==> config.mk <==
export PLATFORM = sky130hd
export DESIGN_NAME = seg_scan_ctrl
export DESIGN_NICKNAME = d
export VERILOG_FILES = /design/src/rtl/seg_scan_ctrl.sv
export SDC_FILE = /design/constraint.sdc
export NUM_CORES = 1
export LEC_CHECK = 0
export ABC_AREA = 1
export CORE_MARGIN = 2
export CORE_UTILIZATION = 30
export CTS_CLUSTER_DIAMETER = 100
export DETAILED_ROUTE_END_ITERATION = 10
export SLEW_MARGIN = 20
export SYNTH_ARGS = -nofsm -noshare
export SYNTH_HDL_FRONTEND = slang
export SYNTH_SLANG_ARGS = --single-unit
==> constraint.sdc <==
create_clock -name clk -period 4.3 [get_ports clk]
set_input_delay 0.86 -clock clk [delete_from_list [all_inputs] [get_ports clk]]
set_output_delay 0.86 -clock clk [all_outputs]
set_load 0.005 [all_outputs]
==> src/rtl/seg_scan_ctrl.sv <==
// Four-digit seven-segment scan controller: digit select, active-low anodes
// with a dead cycle per slot, and per-digit enable/blink masking.
module seg_scan_ctrl #(
    parameter int TICK_DIV  = 100000,
    parameter int BLINK_DIV = 250
) (
    input  logic       clk,
    input  logic       reset,
    input  logic       en,
    input  logic [3:0] digit_mask,
    input  logic [3:0] blink_mask,
    output logic [1:0] sel,
    output logic [3:0] an,
    output logic       slot_tick,
    output logic       blink_phase
);

    localparam int CW = (TICK_DIV > 1) ? $clog2(TICK_DIV) : 1;
    localparam int BW = (BLINK_DIV > 1) ? $clog2(BLINK_DIV) : 1;
    localparam logic [CW-1:0] CNT_MAX  = CW'(TICK_DIV - 1);
    localparam logic [BW-1:0] BCNT_MAX = BW'(BLINK_DIV - 1);

    logic [CW-1:0] cnt;
    logic [BW-1:0] bcnt;
    logic          advance;
    logic          lit;
    logic [3:0]    an_lit;

    // Slot boundary detect and the anode pattern for the current digit.
    always_comb begin
        advance = en && (cnt == CNT_MAX);
        lit     = digit_mask[sel] && !(blink_mask[sel] && blink_phase);
        an_lit  = lit ? ~(4'b0001 << sel) : 4'b1111;
    end

    // Prescaler, digit select, blink timebase and registered outputs.
    always_ff @(posedge clk) begin
        if (reset) begin
            cnt         <= '0;
            sel         <= 2'd0;
            bcnt        <= '0;
            blink_phase <= 1'b0;
            an          <= 4'b1111;
            slot_tick   <= 1'b0;
        end else if (!en) begin
            an        <= 4'b1111;
            slot_tick <= 1'b0;
        end else if (advance) begin
            cnt       <= '0;
            sel       <= sel + 2'd1;
            slot_tick <= 1'b1;
            an        <= 4'b1111;
            if (bcnt == BCNT_MAX) begin
                bcnt        <= '0;
                blink_phase <= ~blink_phase;
            end else begin
                bcnt <= bcnt + 1'b1;
            end
        end else begin
            cnt       <= cnt + 1'b1;
            slot_tick <= 1'b0;
            an        <= an_lit;
        end
    end

endmodule

# Yosys cells after proc, flatten, opt, wreduce, memory -nomap -nowiden
# Index checks and enable logic that the tools add are counted.
# W data, S select, Z words.
[classes]
addsub = 3
n_lt_le_gt_ge = 1
n_eq_ne = 2
shift = 1
muxes = 7
n_bitwise = 4
reduce_logical = 8
[ops]
columns = ["operator", "n"]
rows = [
  ["$add A17 B1 Y17 const B", 1],
  ["$eq A17 B17 Y1 const B", 1],
  ["$mux W17", 1],
  ["$add A8 B1 Y8 const B", 1],
  ["$eq A8 B8 Y1 const B", 1],
  ["$mux W8", 1],
  ["$bmux W1 S2", 2],
  ["$not A4 Y4", 1],
  ["$reduce_or A4 Y1", 1],
  ["$shl A1 B2 Y4 const A", 1],
  ["$logic_and A1 B1 Y1", 3],
  ["$lt A2 B3 Y1 const B", 1],
  ["$mux W1", 3],
  ["$not A1 Y1", 3],
  ["$reduce_and A3 Y1", 1],
  ["$add A2 B1 Y2 const B", 1],
  ["$reduce_and A2 Y1", 1],
  ["$reduce_or A2 Y1", 1],
  ["$logic_not A1 Y1", 1],
]
[word_totals]
regBits = 33
in_bits = 11
out_inout_bits = 8
elab_cells = 32

# Longest topological paths before layout
# Gate-level depths: netlist (run 1).
[depth]
word_depth = 7
mapped_depth = 11

# Worst setup path after synthesis (run 1)
# Ideal clock, no wire load.
[synth_timing]
path_kind = "input to register"
start = "input port en"
end = "register bcnt[4]"
setup_ns = 0.109
arrival_time_ns = 1.740
path_slack_ns = 2.452
stages = 11
n_path_buf = 2
path_cell_list = "buf_4 -> inv_2 -> nor2_2 -> nand3_1 -> nor2_2 -> nand2_2 -> nand2_4 -> buf_6 -> nand2_1 -> nand2_1 -> inv_1"
[synth_via]
elab_chain_len = 2
[synth_lines]
columns = ["item", "line", "source"]
rows = [
  ["start, declared", "9", "input logic en,"],
  ["$logic_and A1 B1 Y1", "31", "advance = en && (cnt == CNT_MAX);"],
  ["$reduce_and A2 Y1 (no line) (*)", "-", ""],
  ["end signal, assigned", "57", "bcnt <= bcnt + 1'b1;"],
  ["end, declared", "24", "logic [BW-1:0] bcnt;"],
]
# Mark *: on every way between the ends. The rest lies on a longest branch, timed or not.
# A chain may end at the register's enable or synchronous reset.

# Worst setup path in the final report (run 1)
# Ends and elaborated chain as after synthesis.

==> results of run 1 <==
-- cells by family (layout without fill, tap and decap cells) --
family,count (synthesis),in the layout
AND/OR/NAND/NOR,179,179
buffers and inverters,41,63
flip-flops,33,33
AO/OA/AOI/OAI,9,9
adder cells (fa/ha/maj),7,7
XOR/XNOR,5,5
-- metal layers --
metal,GRT usage [%],share of wire [%]
met1,16.3,54
met2,18.9,41
met3,3.59,3.9
met4,5.67,1.4
met5,0,0
-- layout by cell type (no fill, tap or decap) --
| master | instances |
|---|---|
| a21oi_1 | 4 |
| bufinv_16 | 2 |
| clkbuf_8 | 5 |
| clkdlybuf4s50_1 | 18 |
| clkinv_2 | 1 |
| dfxtp_1 | 33 |
| ha_1 | 7 |
| inv_1 | 32 |
| inv_2 | 5 |
| nand2_1 | 75 |
| nand2_2 | 3 |
| nand2_4 | 1 |
| nand3_1 | 30 |
| nand3_2 | 1 |
| nand4_1 | 8 |
| nor2_1 | 40 |
| nor2_2 | 5 |
| nor2_4 | 4 |
| nor3_1 | 10 |
| nor3_4 | 1 |
| nor3b_1 | 1 |
| o21ai_0 | 5 |
| xnor2_1 | 1 |
| xor2_1 | 4 |
-- path summary, 6_finish.rpt --
| check | from | to | cells past startpoint |
|---|---|---|---|
| setup reg to reg | cnt[0] | bcnt[4] | 10 |
| hold reg to reg | bcnt[1] | bcnt[1] | 2 |
| setup / recovery | en | bcnt[4] | 10 |
| hold / removal | bcnt[1] | bcnt[1] | 2 |
-- synthesized netlist by cell type --
master,instances
nand2_2,3
ha_1,7
nand2_4,1
nand4_1,8
a21oi_1,4
nand3_1,30
nand2_1,75
nor2_4,4
inv_2,5
xor2_1,4
buf_6,2
nand3_2,1
o21ai_0,5
xnor2_1,1
dfxtp_1,33
nor2_1,40
nor3_1,10
inv_1,32
nor3_4,1
buf_4,1
nor2_2,5
buf_2,1
nor3b_1,1
-- critical path, delay by kind of cell --
kind	cells	cell delay, ns
buf+inv	3	0.80
simple gates	7	0.74
-- power by group through the flow --
stage | clock network, mW | logic [mW] | registers (mW)
5_1_grt | 0.374 | 0.0330 | 0.310
2_1_floorplan | 0 | 0.0188 | 0.316
3_3_place_gp | 0 | 0.0304 | 0.317
4_1_cts | 0.360 | 0.0304 | 0.310
6_report | 0.354 | 0.0301 | 0.310
3_5_place_dp | 0 | 0.0300 | 0.317
-- flip-flops by register name, indices dropped and copies added, names as in the netlist --
| register | flops |
|---|---|
| sel | 2 |
| cnt | 17 |
| an | 4 |
| slot_tick | 1 |
| bcnt | 8 |
| blink_phase | 1 |
-- stage by stage --
| stage | instances | hold slack [ns] |
|---|---|---|
| floorplan | 274 | 0.456 |
| global placement | 363 | 0.476 |
| detailed placement | 363 | 0.483 |
| CTS | 371 | 0.496 |
| global route | 371 | 0.520 |
| finish | 371 | 0.492 |
-- layout make-up --
class / count / area, um^2
inverter: 37 / 139
clock buffer: 5 / 68.8
tap: 75 / 93.8
timing repair buffer: 18 / 180
sequential: 33 / 661
clock inverter: 3 / 65.1
fill: 606 / 3710
multi-input combinational: 200 / 998
==> impl_metrics.yaml, run 1 <==
sta:
  period_needed_ns: 2.23
  hold_violations: 0
  tns_ns: 0
  finalSetupViolCount: 0
  relSlewSlack_pct: 65.4
  slew_viol_final: 0
  fin_crit_sh_pct: 51.8
  max_freq_mhz: 449
  final.setup_skew_ns: 0.00526
  setup_ws_ns: 2.07
  rsz0062_at_grt: "false"
  worst_slew_pin_slew_ns: 0.518
yosys:
  synth_adder_area_share_pct: 4.78
  muxShareOfSynthArea_pct: 0
  syn_area_um2: 1830
  yosys_warnings: 0
  ys_ff_latch: 33
  synth_top_family_by_area: "simple AND/OR/NAND/NOR gates"
  synth_seq_area_share_pct: 36.0
  syn-num-nets: 292
  yosysTopAreaCellShare_pct: 36.0
  syn-mean-instance-area_um2: 6.69
  synth_area_leaders: "dfxtp_1 36%, nand2_1 15%, nand3_1 8.2%"
  synth-xor-area-share_pct: 2.39
  synth-compound-area-share_pct: 2.46
  synth_area_leader_cell: "dfxtp_1"
  synth_cells: 274
  yosys.area_share.simple_pct: 44.8
  ys_types: 23
placed_design:
  post_dp_cell_area_um2: 2070
  gp_congestion: 0.866
  pre_cts_slack_ns: 1.79
  port_buffers: 18
  dp_hpwl_um: 2910
pwr:
  combPwrFrac_pct: 4.3
  p_sw_share_pct: 20.3
  p_clk_share_pct: 51.0
  p_switching_uw: 141
  design_power_total_uw: 694
  power.density_nw_per_um2: 315
  max-vdd-ir-drop_v: 0.000211
  leakage_nw: 0.918
  power.internal_uw: 553
  power_frac_seq_pct: 44.6
worst_setup_path:
  path_cells: "clkdlybuf4s50_1, inv_2, nor2_2, nand3_1, nor2_2, nand2_2, nand2_4, nand2_1, nand2_1, inv_1"
  arrival_ns: 2.41
  cp.required_ns: 4.49
  slowest_stage: "clkdlybuf4s50_1"
  cp_slowest_stage_delay_ns: 0.66
  crit_path_end_kind: "flop"
  crit_type: "in -> reg"
  critical_path_peak_fanout: 12
  reg2reg_setup_slack_ns: 2.72
  start_kind: "input port"
flow_run:
  drv_cap: 0
clocking:
  clk_path_buf_depth: 2
  cts_root_buf: "clkbuf_8"
  cts_resized: 0
  clk_pin_slew_ns: 0.07
  clkSinkCount: 33
  htree_num_levels: 2
  numCtsBuffers: 5
  cts_hold_buf: 0
  clk_latency_ns: 0.29
  cts_setup_buffers: 0
  cts_tree: "yes"
grt:
  antenna_found_initial: 0
  grt_pass1_wl_um: 6330
  grt_use_total_pct: 12.4
  grt_max_degree: 15
  grt.overflow.total: 0
  grt_pass1_vias: 1460
drt:
  viasPerCell: 4.45
  drt-wirelength-per-cell_um: 10.6
  drc_errors: 0
  wirelength_um: 3930
  drtPass1Iterations: 4
  vias: 1650
  ant_nets: 0
  drt_iter0_drc: 72
final_layout:
  areaGrowthSynthToFinish_pct: 20.3
  antennaDiodeCount: 0
  drive_above_1_share_pct: 9.46
  final_area_um2: 2210
  final_nets: 313
  post-route-util_pct: 37.3
floorplan:
  start_util_pct: 31.0
  chipWidth_um: 82.2
  fp.dieH_um: 82.2
  io_pins: 19
  rows: 28
  dieArea_um2: 6750
  core_um2: 5920
worst_hold_path:
  hp-class: "reg -> reg"
outcome:
  status: "finished clean"
Power figures use the tool's default switching activity.
==> run 2: changes to the inputs <==
==> constraint.sdc (replaced) <==
create_clock -name clk -period 2.1 [get_ports clk]
set_input_delay 0.42 -clock clk [delete_from_list [all_inputs] [get_ports clk]]
set_output_delay 0.42 -clock clk [all_outputs]
set_load 0.005 [all_outputs]
==> run 2 against run 1 <==
Power rose by 90%. Register-to-register slack got worse by 2.2 ns. Worst setup slack got worse by 1.7 ns. Clock power rose by 75%. Sequential share of layout area fell by 0.068 points. Sequential power rose by 100%. First-iteration DRC count fell by 24%. Critical path type is now reg -> out. Highest routed layer unchanged.
==> impl_metrics.yaml, run 2 (synthesis gave the netlist of run 1 again) <==
outcome:
  status: "finished clean"
final_layout:
  register_area_um2: 661
  top_register: "cnt"
  reg_top3: "cnt (17), bcnt (8), an (4)"
  final_area_um2: 2210
  final_nets: 316
  fillers: 639
  final_common_cell: "nand2_1"
  layout_common_cells: "75 x nand2_1, 40 x nor2_1, 33 x dfxtp_1"
  areaGrowthSynthToFinish_pct: 20.6
  antennaDiodeCount: 0
  drive_above_1_share_pct: 10.0
  multi_input_area_um2: 998
  largest_reg_flops: 17
placed_design:
  post_dp_cell_area_um2: 2090
  gp_congestion: 0.830
  dp_hpwl_um: 2980
  port_buffers: 18
sta:
  hold_violations: 0
  finalSetupViolCount: 0
  period_needed_ns: 1.73
  slew_viol_final: 0
  final.setup_skew_ns: 0.00892
  rsz0062_at_grt: "false"
  relSlewSlack_pct: 74.3
  worst_slew_pin_slew_ns: 0.384
  fin_crit_sh_pct: 82.4
  max_freq_mhz: 578
  tns_ns: 0
pwr:
  max-vdd-ir-drop_v: 0.000483
  leakage_nw: 0.923
  design_power_total_mw: 1.32
  power.density_nw_per_um2: 596
drt:
  viasPerCell: 4.45
  ant_nets: 0
  vias: 1665
  drt-wirelength-per-cell_um: 10.5
  drc_errors: 0
  drt_iter0_drc: 55
  wirelength_um: 3930
  drtPass1Iterations: 5
clocking:
  cts_resized: 0
  clkSinkCount: 33
  clk_latency_ns: 0.28
  cts_root_buf: "clkbuf_8"
  clk_path_buf_depth: 2
  numCtsBuffers: 5
  clk_pin_slew_ns: 0.07
  cts_hold_buf: 0
  htree_num_levels: 2
  cts_tree: "yes"
  cts_setup_buffers: 0
grt:
  grt_max_degree: 15
  grt_pass1_vias: 1566
  grt_use_total_pct: 13.1
  grt.overflow.total: 0
  grt_pass1_wl_um: 6810
  antenna_found_initial: 0
floorplan:
  dieArea_um2: 6750
  io_pins: 19
  chipWidth_um: 82.2
  start_util_pct: 31.0
  core_um2: 5920
  rows: 28
  fp.dieH_um: 82.2
worst_setup_path:
  reg2reg_setup_slack_ns: 0.52
  cp_slowest_stage_delay_ns: 0.55
  start_kind: "flop"
  critical_path_peak_fanout: 8
  critPathTopFamily: "buffers and inverters"
  reg2reg_from: "cnt[1]"
  r2r-end: "bcnt[2]"
  cp.required_ns: 1.68
  arrival_ns: 1.31
  slowest_stage: "clkdlybuf4s50_1"
  path_cells: "clkdlybuf4s50_1"
  path_buf_inv: 1
  crit_type: "reg -> out"
  crit_path_end_kind: "primary output"
  r2r.worst_path.cells: 10
worst_hold_path:
  min-delay-start: "bcnt[7]"
  hp-class: "reg -> reg"
  worstHoldPathCells: 2
  holdPathEnd: "bcnt[7]"
flow_run:
  drv_cap: 0
-- run 2: layout make-up --
| type | count | area share [%] |
|---|---|---|
| tap | 75 | 4.24 |
| timing repair buffer | 21 | 9.17 |
| clock inverter | 1 | 1.36 |
| inverter | 37 | 6.28 |
| multi-input combinational | 200 | 45.2 |
| sequential | 33 | 29.9 |
| clock buffer | 7 | 3.90 |
-- run 2: power by group --
group          total, mW  switching [mW]  leakage [nW]  internal, mW
Combinational     0.0651          0.0319         0.598        0.0332
Clock              0.618           0.231        0.0585         0.387
Sequential         0.635         0.00439         0.266         0.630
-- run 2: how the worst max path moves through the flow --
| stage | slack [ns] | endpoint | startpoint | cells past startpoint |
|---|---|---|---|---|
| floorplan | 0.68 | bcnt[4] | cnt[0] | 11 |
| global placement | 0.17 | cnt[11] | en | 6 |
| detailed placement | 0.13 | bcnt[2] | en | 10 |
| CTS | 0.35 | sel[0] | sel[0] | 1 |
| global route | 0.23 | bcnt[1] | en | 9 |
| finish | 0.37 | sel[0] | sel[0] | 1 |
-- run 2: worst min-delay path: stages, from the launching register on --
cell and delay (ns):
dfxtp_1 0.34, nand2_1 0.07, nand2_1 0.04
-- run 2: metal layers --
metal	GRT usage (%)	share of wire (%)	vias to the layer above	wire [um]
met5	0	0	-	0
met4	4.50	1.0	0	40
met3	3.48	5.2	4	206
met2	21.1	43	38	1680
met1	17.0	51	718	2000
li1	-	-	905	-
-- run 2: through the flow --
step / util, % / hold WS (ns) / setup WS, ns / cells
after floorplan: - / 0.456 / 0.679 / 274
after global placement: 35.4 / 0.476 / 0.166 / 366
after detailed placement: 35.4 / 0.483 / 0.134 / 366
after CTS: 37.3 / 0.495 / 0.353 / 374
after global routing: 37.3 / 0.517 / 0.226 / 374
final: 37.3 / 0.494 / 0.369 / 374
==> run 3: changes to the inputs <==
==> constraint.sdc (replaced) <==
create_clock -name clk -period 1.73 [get_ports clk]
set_input_delay 0.346 -clock clk [delete_from_list [all_inputs] [get_ports clk]]
set_output_delay 0.346 -clock clk [all_outputs]
set_load 0.005 [all_outputs]
==> run 3 against run 2 <==
Sequential power is 21% higher. Design area up 1.4%. Clock skew decreased by 0.0064 ns. First-iteration DRC count increased by 3.6%. Cell count rose by 1.6%. Combinational power up 35%. Hold slack improved by 0.00085 ns. Core utilization increased by 0.51 points. Non-clock buffer count rose by 6. Flip-flop and latch count did not move. Register-to-register slack worse by 0.37 ns. Critical path type unchanged. Critical endpoint is now sel[1]. Largest cell class unchanged. Largest power group unchanged.
==> impl_metrics.yaml, run 3 (synthesis gave the netlist of run 1 again) <==
sta:
  worst_slew_pin_slew_ns: 0.372
  hold_violations: 0
  final.setup_skew_ns: 0.00253
  slew_viol_final: 0
  max_freq_mhz: 628
  fin_crit_sh_pct: 92.0
  tns_ns: 0
  period_needed_ns: 1.59
  setup_ws_ns: 0.139
  finalSetupViolCount: 0
  relSlewSlack_pct: 75.1
  fin_hold_ws_ns: 0.494
  rsz0062_at_grt: "false"
pwr:
  p_sw_share_pct: 24.0
  combPwrFrac_pct: 6.1
  p_clk_share_pct: 40.2
  leakage_nw: 0.945
  power.density_nw_per_um2: 640
  power.internal_mw: 1.09
  design_power_total_mw: 1.43
  power_frac_seq_pct: 53.7
  p_switching_uw: 344
  max-vdd-ir-drop_v: 0.000331
worst_setup_path:
  reg2reg_from: "cnt[1]"
  critPathTopFamily: "buffers and inverters"
  crit_type: "reg -> out"
  cp_slowest_stage_delay_ns: 0.53
  path_cells: "clkdlybuf4s50_1"
  reg2reg_setup_slack_ns: 0.15
  critical_path_peak_fanout: 6
  crit_path_end_kind: "primary output"
  start_kind: "flop"
  r2r-end: "cnt[1]"
  cp.required_ns: 1.38
  arrival_ns: 1.25
  path_buf_inv: 1
  slowest_stage: "clkdlybuf4s50_1"
  r2r.worst_path.cells: 9
final_layout:
  final_nets: 322
  final_common_cell: "nand2_1"
  antennaDiodeCount: 0
  drive_above_1_share_pct: 12.8
  fillers: 615
  layout_common_cells: "75 x nand2_1, 40 x nor2_1, 32 x inv_1"
  areaGrowthSynthToFinish_pct: 22.3
  reg_top3: "cnt (17), bcnt (8), an (4)"
  largest_reg_flops: 17
  layoutNonFillerInstCount: 380
  post-route-util_pct: 37.8
  top_register: "cnt"
  final_area_um2: 2240
floorplan:
  rows: 28
  fp.dieH_um: 82.2
  start_util_pct: 31.0
  io_pins: 19
  core_um2: 5920
  dieArea_um2: 6750
  chipWidth_um: 82.2
placed_design:
  post-place-cells: 371
  post_dp_cell_area_um2: 2130
  pre_cts_slack_ns: -0.110
  port_buffers: 18
  dp_hpwl_um: 2890
  gp_congestion: 0.825
grt:
  grt_use_total_pct: 12.4
  grt_pass1_wl_um: 6380
  grt_pass1_vias: 1458
  grt_max_degree: 15
  antenna_found_initial: 0
  grt.overflow.total: 0
drt:
  wirelength_um: 3930
  viasPerCell: 4.55
  drt-wirelength-per-cell_um: 10.4
  drtPass1Iterations: 4
  drc_errors: 0
  drt_iter0_drc: 57
  vias: 1729
  ant_nets: 0
worst_hold_path:
  worstHoldPathCells: 2
  hp-class: "reg -> reg"
  holdPathEnd: "cnt[5]"
  min-delay-start: "cnt[5]"
clocking:
  cts_root_buf: "clkbuf_8"
  clk_path_buf_depth: 2
  numCtsBuffers: 5
  clk_pin_slew_ns: 0.07
  cts_tree: "yes"
  htree_num_levels: 2
  clkSinkCount: 33
  clk_latency_ns: 0.28
outcome:
  status: "finished clean"
flow_run:
  drv_cap: 0
run 3: layout make-up:
| class | count | area (um^2) | area share [%] |
|---|---|---|---|
| multi-input combinational | 200 | 998 | 44.6 |
| sequential | 33 | 663 | 29.6 |
| timing repair buffer | 27 | 260 | 11.6 |
| inverter | 37 | 139 | 6.20 |
| tap | 75 | 93.8 | 4.19 |
| clock buffer | 5 | 68.8 | 3.07 |
| clock inverter | 3 | 17.5 | 0.782 |
run 3: worst max path at each step:
stage                     endpoint  startpoint  depth (start not counted)  slack [ns]
final                       sel[1]      sel[1]                          1        0.14
after global placement     cnt[16]          en                          8       -0.10
after CTS                   sel[0]      sel[0]                          1        0.06
after global routing       bcnt[3]      cnt[1]                         10        0.03
after floorplan            bcnt[4]      cnt[0]                         11        0.31
after detailed placement   cnt[11]          en                          6       -0.11
run 3: worst min-delay path, stage by stage (launching register included):
cell and delay [ns]:
dfxtp_1 0.31, nor2_1 0.09, nor3_1 0.05
run 3: repair_timing:
action | 4_1_cts | 5_1_grt
hold buffers | 0 | 0
setup buffers | 0 | 1
resized for setup | 0 | 2
endpoints found under the setup margin | 0 | 3
run 3: power groups by stage:
| stage | clock network, mW | logic [mW] | registers [mW] |
|---|---|---|---|
| floorplan | 0 | 0.0467 | 0.786 |
| global placement | 0 | 0.0828 | 0.787 |
| detailed placement | 0 | 0.0829 | 0.787 |
| CTS | 0.606 | 0.0835 | 0.770 |
| global route | 0.637 | 0.0971 | 0.771 |
| finish | 0.577 | 0.0876 | 0.771 |
run 3: metal layers:
layer / routed length (um) / GRT usage [%] / vias up / part of all wire [%]
met5: 0 / 0 / - / 0
met4: 52 / 5.50 / 0 / 1.3
met3: 190 / 3.37 / 6 / 4.8
met2: 1690 / 19.2 / 27 / 43
met1: 2000 / 16.0 / 777 / 51
li1: - / - / 919 / -
